==> config.mk <==
export PLATFORM = sky130hd
export DESIGN_NAME = align_job_scheduler
export DESIGN_NICKNAME = d
export VERILOG_FILES = /design/src/rtl/align_job_scheduler.sv
export SDC_FILE = /design/constraint.sdc
export NUM_CORES = 1
export LEC_CHECK = 0
export CAP_MARGIN = 20
export CORE_ASPECT_RATIO = 0.5
export CORE_MARGIN = 2
export CORE_UTILIZATION = 40
export CTS_CLUSTER_DIAMETER = 50
export DETAILED_ROUTE_END_ITERATION = 12
export PLACE_DENSITY = 0.9
export SLEW_MARGIN = 20
export SYNTH_ARGS = -nofsm -noshare
export SYNTH_HDL_FRONTEND = slang
export SYNTH_SLANG_ARGS = --single-unit
==> constraint.sdc <==
create_clock -name clk -period 3.5 [get_ports clk]
set_input_delay 0.35 -clock clk [delete_from_list [all_inputs] [get_ports clk]]
set_output_delay 0.35 -clock clk [all_outputs]
set_load 0.03 [all_outputs]
==> src/rtl/align_job_scheduler.sv <==
// ---------------------------------------------------------------------------
// align_job_scheduler
//
// Purpose:
//   Round-robin scheduler that shares one systolic alignment solver among
//   NUM_REQ requesters. For each job it grants one requester and drives that
//   requester's lengths and index to the solver. It then holds the solver in
//   reset for CLEAR_CYCLES cycles and keeps the solver enabled until the solver
//   reports finished. Finally it returns the max-score coordinates on a
//   valid/ready response channel.
//
// Optional feature:
//   ALIGN_SCHED_TIMEOUT_EN - when defined, a watchdog counts RUN cycles. After
//   TIMEOUT_CYCLES cycles without solver_finished the job ends with
//   rsp_err=2'b10 and row=col=0. When undefined, RUN waits for finished
//   indefinitely.
//
// Ports:
//   clk, rst               clock, synchronous active-high reset
//   req                    per-requester level request, held until its rsp
//                          handshake completes
//   req_len1, req_len2     packed per-requester sequence lengths
//   grant, sel_id          one-hot owner / index of the granted requester
//   solver_rst             solver reset (high in all states except RUN)
//   solver_enable          solver enable (high only in RUN, never gapped)
//   solver_len1/2          latched lengths of the granted job
//   solver_finished        solver done strobe/level
//   solver_max_row/col     solver max-score coordinates
//   rsp_valid, rsp_ready   response handshake
//   rsp_id, rsp_row,       response payload; rsp_err: 00 ok, 01 zero
//   rsp_col, rsp_err       length, 10 timeout
// ---------------------------------------------------------------------------
module align_job_scheduler #(
    parameter int NUM_REQ        = 4,
    parameter int LEN_W          = 8,
    parameter int COORD_W        = 8,
    parameter int CLEAR_CYCLES   = 2,
    parameter int TIMEOUT_CYCLES = 65535
) (
    input  logic                          clk,
    input  logic                          rst,
    input  logic [NUM_REQ-1:0]            req,
    input  logic [NUM_REQ*LEN_W-1:0]      req_len1,
    input  logic [NUM_REQ*LEN_W-1:0]      req_len2,
    output logic [NUM_REQ-1:0]            grant,
    output logic [$clog2(NUM_REQ)-1:0]    sel_id,
    output logic                          solver_rst,
    output logic                          solver_enable,
    output logic [LEN_W-1:0]              solver_len1,
    output logic [LEN_W-1:0]              solver_len2,
    input  logic                          solver_finished,
    input  logic [COORD_W-1:0]            solver_max_row,
    input  logic [COORD_W-1:0]            solver_max_col,
    output logic                          rsp_valid,
    input  logic                          rsp_ready,
    output logic [$clog2(NUM_REQ)-1:0]    rsp_id,
    output logic [COORD_W-1:0]            rsp_row,
    output logic [COORD_W-1:0]            rsp_col,
    output logic [1:0]                    rsp_err
);

    localparam int ID_W  = $clog2(NUM_REQ);
    localparam int CNT_W = $clog2(CLEAR_CYCLES + 1);

    typedef enum logic [1:0] {
        S_IDLE,
        S_CLEAR,
        S_RUN,
        S_RESULT
    } state_t;

    state_t               state_q, state_d;
    logic [CNT_W-1:0]     clr_cnt_q, clr_cnt_d;
    logic [ID_W-1:0]      rr_q, rr_d;
    logic [NUM_REQ-1:0]   grant_q, grant_d;
    logic [ID_W-1:0]      sel_id_q, sel_id_d;
    logic                 solver_rst_q, solver_rst_d;
    logic                 solver_enable_q, solver_enable_d;
    logic [LEN_W-1:0]     len1_q, len1_d;
    logic [LEN_W-1:0]     len2_q, len2_d;
    logic                 rsp_valid_q, rsp_valid_d;
    logic [ID_W-1:0]      rsp_id_q, rsp_id_d;
    logic [COORD_W-1:0]   rsp_row_q, rsp_row_d;
    logic [COORD_W-1:0]   rsp_col_q, rsp_col_d;
    logic [1:0]           rsp_err_q, rsp_err_d;

    // Arbitration results
    logic [2*NUM_REQ-1:0] req_dbl;
    logic [NUM_REQ-1:0]   req_rot;
    logic [ID_W-1:0]      win_id;
    logic [ID_W:0]        win_sum;
    logic                 win_found;
    logic [LEN_W-1:0]     win_len1;
    logic [LEN_W-1:0]     win_len2;
    logic                 win_zero;
    logic                 timeout_hit;

`ifdef ALIGN_SCHED_TIMEOUT_EN
    localparam int TMR_W = $clog2(TIMEOUT_CYCLES + 1);
    logic [TMR_W-1:0]     timer_q, timer_d;

    // Watchdog: counts RUN cycles and is zero whenever we are not in RUN,
    // so it is implicitly cleared on RUN entry.
    always_comb begin
        timer_d     = '0;
        timeout_hit = 1'b0;
        if (state_q == S_RUN) begin
            timer_d     = timer_q + TMR_W'(1);
            timeout_hit = (timer_q == TMR_W'(TIMEOUT_CYCLES - 1));
        end
    end

    always_ff @(posedge clk) begin
        if (rst) begin
            timer_q <= '0;
        end else begin
            timer_q <= timer_d;
        end
    end
`else
    assign timeout_hit = 1'b0;
`endif

    // Round-robin pick: rotate the request vector so the rr pointer sits at
    // bit 0, take the lowest set bit, then rotate the index back.
    always_comb begin
        req_dbl   = {req, req} >> rr_q;
        req_rot   = req_dbl[NUM_REQ-1:0];
        win_found = 1'b0;
        win_sum   = '0;
        for (int i = 0; i < NUM_REQ; i++) begin
            if (!win_found && req_rot[i]) begin
                win_found = 1'b1;
                win_sum   = {1'b0, rr_q} + (ID_W+1)'(i);
            end
        end
        if (win_sum >= (ID_W+1)'(NUM_REQ)) begin
            win_sum = win_sum - (ID_W+1)'(NUM_REQ);
        end
        win_id   = win_sum[ID_W-1:0];
        win_len1 = '0;
        win_len2 = '0;
        for (int i = 0; i < NUM_REQ; i++) begin
            if (win_id == ID_W'(i)) begin
                win_len1 = req_len1[i*LEN_W +: LEN_W];
                win_len2 = req_len2[i*LEN_W +: LEN_W];
            end
        end
        win_zero = (win_len1 == '0) || (win_len2 == '0);
    end

    // State register plus every registered output
    always_ff @(posedge clk) begin
        if (rst) begin
            state_q         <= S_IDLE;
            clr_cnt_q       <= '0;
            rr_q            <= '0;
            grant_q         <= '0;
            sel_id_q        <= '0;
            solver_rst_q    <= 1'b1;
            solver_enable_q <= 1'b0;
            len1_q          <= '0;
            len2_q          <= '0;
            rsp_valid_q     <= 1'b0;
            rsp_id_q        <= '0;
            rsp_row_q       <= '0;
            rsp_col_q       <= '0;
            rsp_err_q       <= '0;
        end else begin
            state_q         <= state_d;
            clr_cnt_q       <= clr_cnt_d;
            rr_q            <= rr_d;
            grant_q         <= grant_d;
            sel_id_q        <= sel_id_d;
            solver_rst_q    <= solver_rst_d;
            solver_enable_q <= solver_enable_d;
            len1_q          <= len1_d;
            len2_q          <= len2_d;
            rsp_valid_q     <= rsp_valid_d;
            rsp_id_q        <= rsp_id_d;
            rsp_row_q       <= rsp_row_d;
            rsp_col_q       <= rsp_col_d;
            rsp_err_q       <= rsp_err_d;
        end
    end

    // Next-state logic. A zero-length job skips the solver entirely.
    // solver_finished is only looked at in RUN, so an early finished level
    // from the previous job cannot end the new one.
    always_comb begin
        state_d   = state_q;
        clr_cnt_d = clr_cnt_q;
        case (state_q)
            S_IDLE: begin
                if (win_found) begin
                    state_d   = win_zero ? S_RESULT : S_CLEAR;
                    clr_cnt_d = CNT_W'(CLEAR_CYCLES - 1);
                end
            end
            S_CLEAR: begin
                if (clr_cnt_q == '0) begin
                    state_d = S_RUN;
                end else begin
                    clr_cnt_d = clr_cnt_q - CNT_W'(1);
                end
            end
            S_RUN: begin
                if (solver_finished || timeout_hit) begin
                    state_d = S_RESULT;
                end
            end
            S_RESULT: begin
                if (rsp_valid_q && rsp_ready) begin
                    state_d = S_IDLE;
                end
            end
            default: state_d = S_IDLE;
        endcase
    end

    // Output logic. Outputs are derived from the next state so they are all
    // registered yet line up with the state they belong to.
    always_comb begin
        grant_d         = grant_q;
        sel_id_d        = sel_id_q;
        len1_d          = len1_q;
        len2_d          = len2_q;
        rr_d            = rr_q;
        rsp_id_d        = rsp_id_q;
        rsp_row_d       = rsp_row_q;
        rsp_col_d       = rsp_col_q;
        rsp_err_d       = rsp_err_q;
        solver_rst_d    = (state_d != S_RUN);
        solver_enable_d = (state_d == S_RUN);
        rsp_valid_d     = (state_d == S_RESULT);

        if (state_q == S_IDLE && win_found) begin
            grant_d  = {{(NUM_REQ-1){1'b0}}, 1'b1} << win_id;
            sel_id_d = win_id;
            len1_d   = win_len1;
            len2_d   = win_len2;
            if (win_zero) begin
                rsp_id_d  = win_id;
                rsp_row_d = '0;
                rsp_col_d = '0;
                rsp_err_d = 2'b01;
            end
        end

        // Finished wins over a coincident timeout.
        if (state_q == S_RUN && state_d == S_RESULT) begin
            rsp_id_d = sel_id_q;
            if (solver_finished) begin
                rsp_row_d = solver_max_row;
                rsp_col_d = solver_max_col;
                rsp_err_d = 2'b00;
            end else begin
                rsp_row_d = '0;
                rsp_col_d = '0;
                rsp_err_d = 2'b10;
            end
        end

        // The served requester becomes lowest priority for the next round.
        if (state_q == S_RESULT && state_d == S_IDLE) begin
            grant_d = '0;
            if (sel_id_q == ID_W'(NUM_REQ - 1)) begin
                rr_d = '0;
            end else begin
                rr_d = sel_id_q + ID_W'(1);
            end
        end
    end

    assign grant         = grant_q;
    assign sel_id        = sel_id_q;
    assign solver_rst    = solver_rst_q;
    assign solver_enable = solver_enable_q;
    assign solver_len1   = len1_q;
    assign solver_len2   = len2_q;
    assign rsp_valid     = rsp_valid_q;
    assign rsp_id        = rsp_id_q;
    assign rsp_row       = rsp_row_q;
    assign rsp_col       = rsp_col_q;
    assign rsp_err       = rsp_err_q;

endmodule

# Yosys cells after proc, flatten, opt, wreduce, memory -nomap -nowiden
# Index checks and enable logic that the tools add are counted.
# op_classes
add_sub_neg,6
order_cmp,1
n_eq_ne,12
n_shift,2
muxes,40
reduce_logical,23
# op_table
operator,n
8-bit 2-to-1 mux,14
2-bit 2-to-1 mux,17
8-bit zero test,2
"2-bit == test, second input constant",7
3-bit 2-to-1 mux,3
2-bit zero test,4
2-bit case mux with 4 select lines,1
8-bit by 2-bit >> shifter with 4-bit output,1
1-bit logical AND,7
"2-bit by 2-bit adder with 3-bit output, second input constant",2
"2-bit inequality test, second input constant",3
2-bit nonzero test,3
"2-bit by 1-bit == test with 1-bit output, second input constant",2
1-bit 2-to-1 mux,4
2-bit case mux with 2 select lines,1
"1-bit by 2-bit << shifter with 4-bit output, first input constant",1
"2-bit by 1-bit subtractor with 2-bit output, second input constant",2
"2-bit by 1-bit adder with 3-bit output, second input constant",1
"3-bit greater-or-equal comparator, second input constant",1
1-bit zero test,3
3-bit AND reduction,1
"2-bit by 1-bit adder with 2-bit output, second input constant",1
2-bit AND reduction,1
2-bit OR reduction,1
1-bit logical OR,1
# totals
regBits,51
in_bits,88
out_inout_bits,45
word_cells,98

# Logic depth before layout (Yosys ltp)
# depth
word_depth,27
ltp_mapped,13

# Least setup slack after synthesis
# No wires, ideal clock.
# synth_path
path_type,input-to-reg
from,input req[2]
to,register rsp_col_q[4] (netlist: rsp_col[4])
setup_time_ps,132
arrival_time_ps,2429
required_ps,3368
slack_ps,939
cell_stages,10
path_cell_list,inv_1 > o22ai_1 > a211oi_4 > mux4_2 > nand4b_1 > o22a_1 > buf_6 > buf_4 > o211ai_1 > a21oi_1
# synth_via
elab_chain_cells,27
# synth_lines
item,line,text
"start, declared",42,"input logic [NUM_REQ-1:0] req,"
8-bit by 2-bit >> shifter with 4-bit output *,127,"req_dbl = {req, req} >> rr_q;"
1-bit 2-to-1 mux,132,if (!win_found && req_rot[i]) begin
1-bit zero test,132,
1-bit logical AND,132,
1-bit 2-to-1 mux,132,
1-bit zero test,132,
1-bit logical AND,132,
1-bit 2-to-1 mux,132,
[... 11 more ...],--,
1-bit logical OR,149,win_zero = (win_len1 == '0) || (win_len2 == '0);
2-bit 2-to-1 mux,196,state_d = win_zero ? S_RESULT : S_CLEAR;
2-bit 2-to-1 mux,195,if (win_found) begin
2-bit case mux with 4 select lines,193,case (state_q)
2-bit == test,251,if (state_q == S_RUN && state_d == S_RESULT) begin
1-bit logical AND,251,
2-bit nonzero test (no line),--,
2-bit AND reduction (no line),--,
"end signal, assigned",182,rsp_col_q <= rsp_col_d;
"end, declared",84,"logic [COORD_W-1:0] rsp_col_q, rsp_col_d;"
# Every way passes the cells marked *; elsewhere a longest branch is shown, timed or not.
# A chain may end at the register's enable or synchronous reset.

# Worst setup path after layout
# layout_path
from,input req[0]
to,register rsp_id_q[0] (netlist: rsp_id[0])
# layout_via
elab_chain_cells,27
# layout_lines
item,line,text
8-bit by 2-bit >> shifter with 4-bit output *,127,
1-bit 2-to-1 mux,132,
1-bit zero test,132,
1-bit logical AND,132,
1-bit 2-to-1 mux,132,
1-bit zero test,132,
1-bit logical AND,132,
1-bit 2-to-1 mux,132,
[... 11 more ...],--,
1-bit logical OR,149,
2-bit 2-to-1 mux,196,
2-bit 2-to-1 mux,195,
2-bit case mux with 4 select lines,193,
2-bit == test,251,
1-bit logical AND,251,
2-bit nonzero test (no line),--,
2-bit AND reduction (no line),--,
"end signal, assigned",180,rsp_id_q <= rsp_id_d;
"end, declared",82,"logic [ID_W-1:0] rsp_id_q, rsp_id_d;"
# Every way passes the cells marked *; elsewhere a longest branch is shown, timed or not. The select of a mux whose other input is x is not followed.

==> results.json <==
{
  "worst_slack_ns": 0.649,
  "die_area_mm2": 0.00720,
  "numPortBuffers": 132,
  "p_leak_nw": 1.50,
  "clockBufferDepth": 2,
  "cts_tree": "done",
  "synth_cells": 296,
  "wl_met2_um": 3960,
  "async_flop_share": 0,
  "path_clk_slew_ns": 0.07,
  "drive_gt1_frac": 0.0857,
  "status": "finished clean",
  "grt_pass1_vias": 2481,
  "synth-edff-count": 0,
  "initial_core_util": 0.421,
  "wl_met3_um": 404,
  "diodes": 0,
  "maxSlewHeadroom": 0.428,
  "dr.pass1.iters": 4,
  "required_ns": 3.70,
  "nNetsFinal": 509,
  "wl_met1_um": 3360,
  "finalCriticalPeriod_ns": 2.85,
  "grt_max_degree": 48,
  "end_kind": "flip-flop",
  "dieWidth_um": 118,
  "drt_wl_total_um": 7830,
  "routedWlPerCell_um": 15.4,
  "numCtsBuffers": 5,
  "chipHeight_um": 61.0,
  "synth_warnings": 0,
  "peakVddDrop_mv": 0.236,
  "clkLatencyLatePin_ns": 0.29,
  "ant_nets": 0,
  "fill_cells": 500,
  "tightestPinTransition_ns": 0.858,
  "ios": 133,
  "grtUsageTotal": 0.218,
  "area_growth_pct": 58.0,
  "cp.arrival_ns": 3.05,
  "start_kind": "primary input",
  "core_mm2": 0.00618,
  "cts_root_buffer": "clkbuf_16",
  "multi_input_area_mm2": 0.00144,
  "crit_family": "compound AO/OA/AOI/OAI gates",
  "antenna_found_initial": 0,
  "cp_num_buf_inv": 3,
  "power_density_mw_per_mm2": 448,
  "yosysSeqAreaShare": 0.392,
  "synth_top_area_cell": "dfxtp_1",
  "hp-class": "flip-flop to flip-flop",
  "fin_tns_setup_ns": 0,
  "ys.flop_type": "dfxtp_1",
  "rsz0062_at_grt": "false",
  "crit_chain": "clkdlybuf4s50_1, a21o_1, a21oi_1, o22a_2, buf_12, mux2i_1, mux2_2, nand4_1, o22a_1, buf_4, nand2b_4, a311oi_2",
  "dr_total_vias": 2622,
  "top_layer_used": "met4",
  "avgViaCountPerCell": 5.16,
  "synth.avg_cell_area_um2": 8.79,
  "crit_fanout": 33,
  "synth_area_leaders": "dfxtp_1 39%, mux2i_1 12%, nor2_1 7.4%, a21oi_1 7.3%, mux2_2 6.5%",
  "cts_setup_buffers": 0,
  "synth_cell_types": 37,
  "register_area_mm2": 0.00102,
  "drc_errors": 0,
  "fmax_ghz": 0.351,
  "maxCapViolCount": 0,
  "synth_top_area_frac": 0.392,
  "synthesis.area_mm2": 0.00260,
  "synth_fp_nets": 386,
  "post_cts_resized": 0,
  "routabilityCongestion": 0.859,
  "grt.overflow.total": 0,
  "ys_seq_elements": 51,
  "slowest_stage": "clkdlybuf4s50_1",
  "grt_pass1_wl_um": 12300,
  "cts.htree.levels": 2,
  "worstSetupPathType": "primary input to flip-flop",
  "finalClockSkew_ns": 0.00232,
  "cts_sinks": 51,
  "cp_slowest_stage_delay_ns": 0.45,
  "row_count": 20,
  "post-place-ws_ns": 0.400,
  "final-max-slew-violation-count": 0,
  "cts.hold.buffers_added": 0,
  "finalHoldViolations": 0,
  "dpl.hpwl_um": 5850,
  "timing.final.setup_violations": 0,
  "period_share": 0.814,
  "drt_iter0_drc": 185
}
==> path summary, 6_finish.rpt <==
check / end / slack, ns / cells past startpoint / from
min reg2reg: rsp_err[0] / 0.46 / 2 / rsp_err[0]
max: rsp_id[0] / 0.65 / 12 / req[0]
max reg2reg: rsp_id[0] / 0.80 / 11 / rr_q[1]
min: rsp_err[0] / 0.46 / 2 / rsp_err[0]
==> logic make-up after synthesis <==
kind of cell	after synthesis	synth area share
simple gates	90	0.152
compound gates	77	0.193
flops	51	0.392
mux	48	0.197
buf+inv	28	0.0563
fa+ha+maj	2	0.00962
==> worst reg2reg max path: cells and delay by family, from the launching register on <==
| kind | cells | cell delay, ns |
|---|---|---|
| flip-flops | 1 | 0.37 |
| buffers and inverters | 2 | 0.44 |
| multiplexers | 2 | 0.45 |
| AO/OA/AOI/OAI | 5 | 1.04 |
| AND/OR/NAND/NOR | 2 | 0.30 |
==> metal layers <==
layer | GRT usage | vias up
met2 | 0.401 | 76
met5 | 0 | -
met4 | 0.0620 | 0
met1 | 0.271 | 1239
met3 | 0.0435 | 12
li1 | - | 1295
==> registers in the layout (all words and copies together) (netlist names), 4 cells and up <==
register and cells:
grant 4, solver_len1 8, rsp_row 8, solver_len2 8, rsp_col 8
==> power breakdown <==
| part | internal [mW] | switching [mW] |
|---|---|---|
| Sequential | 0.645 | 0.0421 |
| Clock | 0.268 | 0.220 |
| Combinational | 0.302 | 0.363 |
==> cells in the mapped netlist (2+ instances only) <==
cell,n
a211o_1,2
a211oi_1,3
a21o_1,2
a21oi_1,38
a22oi_1,4
buf_1,2
buf_4,3
buf_6,4
clkbuf_1,13
dfxtp_1,51
ha_1,2
inv_1,6
mux2_2,15
mux2i_1,32
nand2_1,19
nand2b_1,6
nand4_1,4
nor2_1,51
nor2b_1,2
nor3_1,2
o211ai_1,17
o21ai_1,2
o22a_1,2
==> cell usage in the layout, fill, tap and decap left out, types with 2 or more instances in the layout <==
cell and n:
a21o_1 2, a211o_1 2, nor3_1 2, o21ai_1 2
clkdlybuf4s50_1 131, nand4_1 4, nor2b_1 2, buf_4 5
inv_1 6, a22oi_1 4, ha_1 2, a211oi_1 3
nand2b_1 6, mux2i_1 32, o211ai_1 17, nor2_1 51
a21oi_1 38, dfxtp_1 51, clkbuf_16 5, mux2_2 15
nand2_1 19
==> per-stage QoR <==
stage | power, mW | hold slack (ns) | util | instance area (um^2) | instances
detailed placement | 1.36 | 0.451 | 0.641 | 3960 | 500
floorplan | 1.08 | 0.437 | - | 2600 | 296
global route | 1.93 | 0.481 | 0.665 | 4110 | 508
finish | 1.84 | 0.460 | 0.665 | 4110 | 508
global placement | 1.35 | 0.446 | 0.641 | 3960 | 500
CTS | 1.85 | 0.462 | 0.665 | 4110 | 508
==> cell type report <==
cell class,count,share of cell area
clock buffer,6,0.0314
multi-input combinational,217,0.350
inverter,6,0.00548
timing repair buffer,138,0.334
clock inverter,2,0.00396
tap,88,0.0268
sequential,51,0.248
No activity file was read; power rests on OpenSTA's default activity.
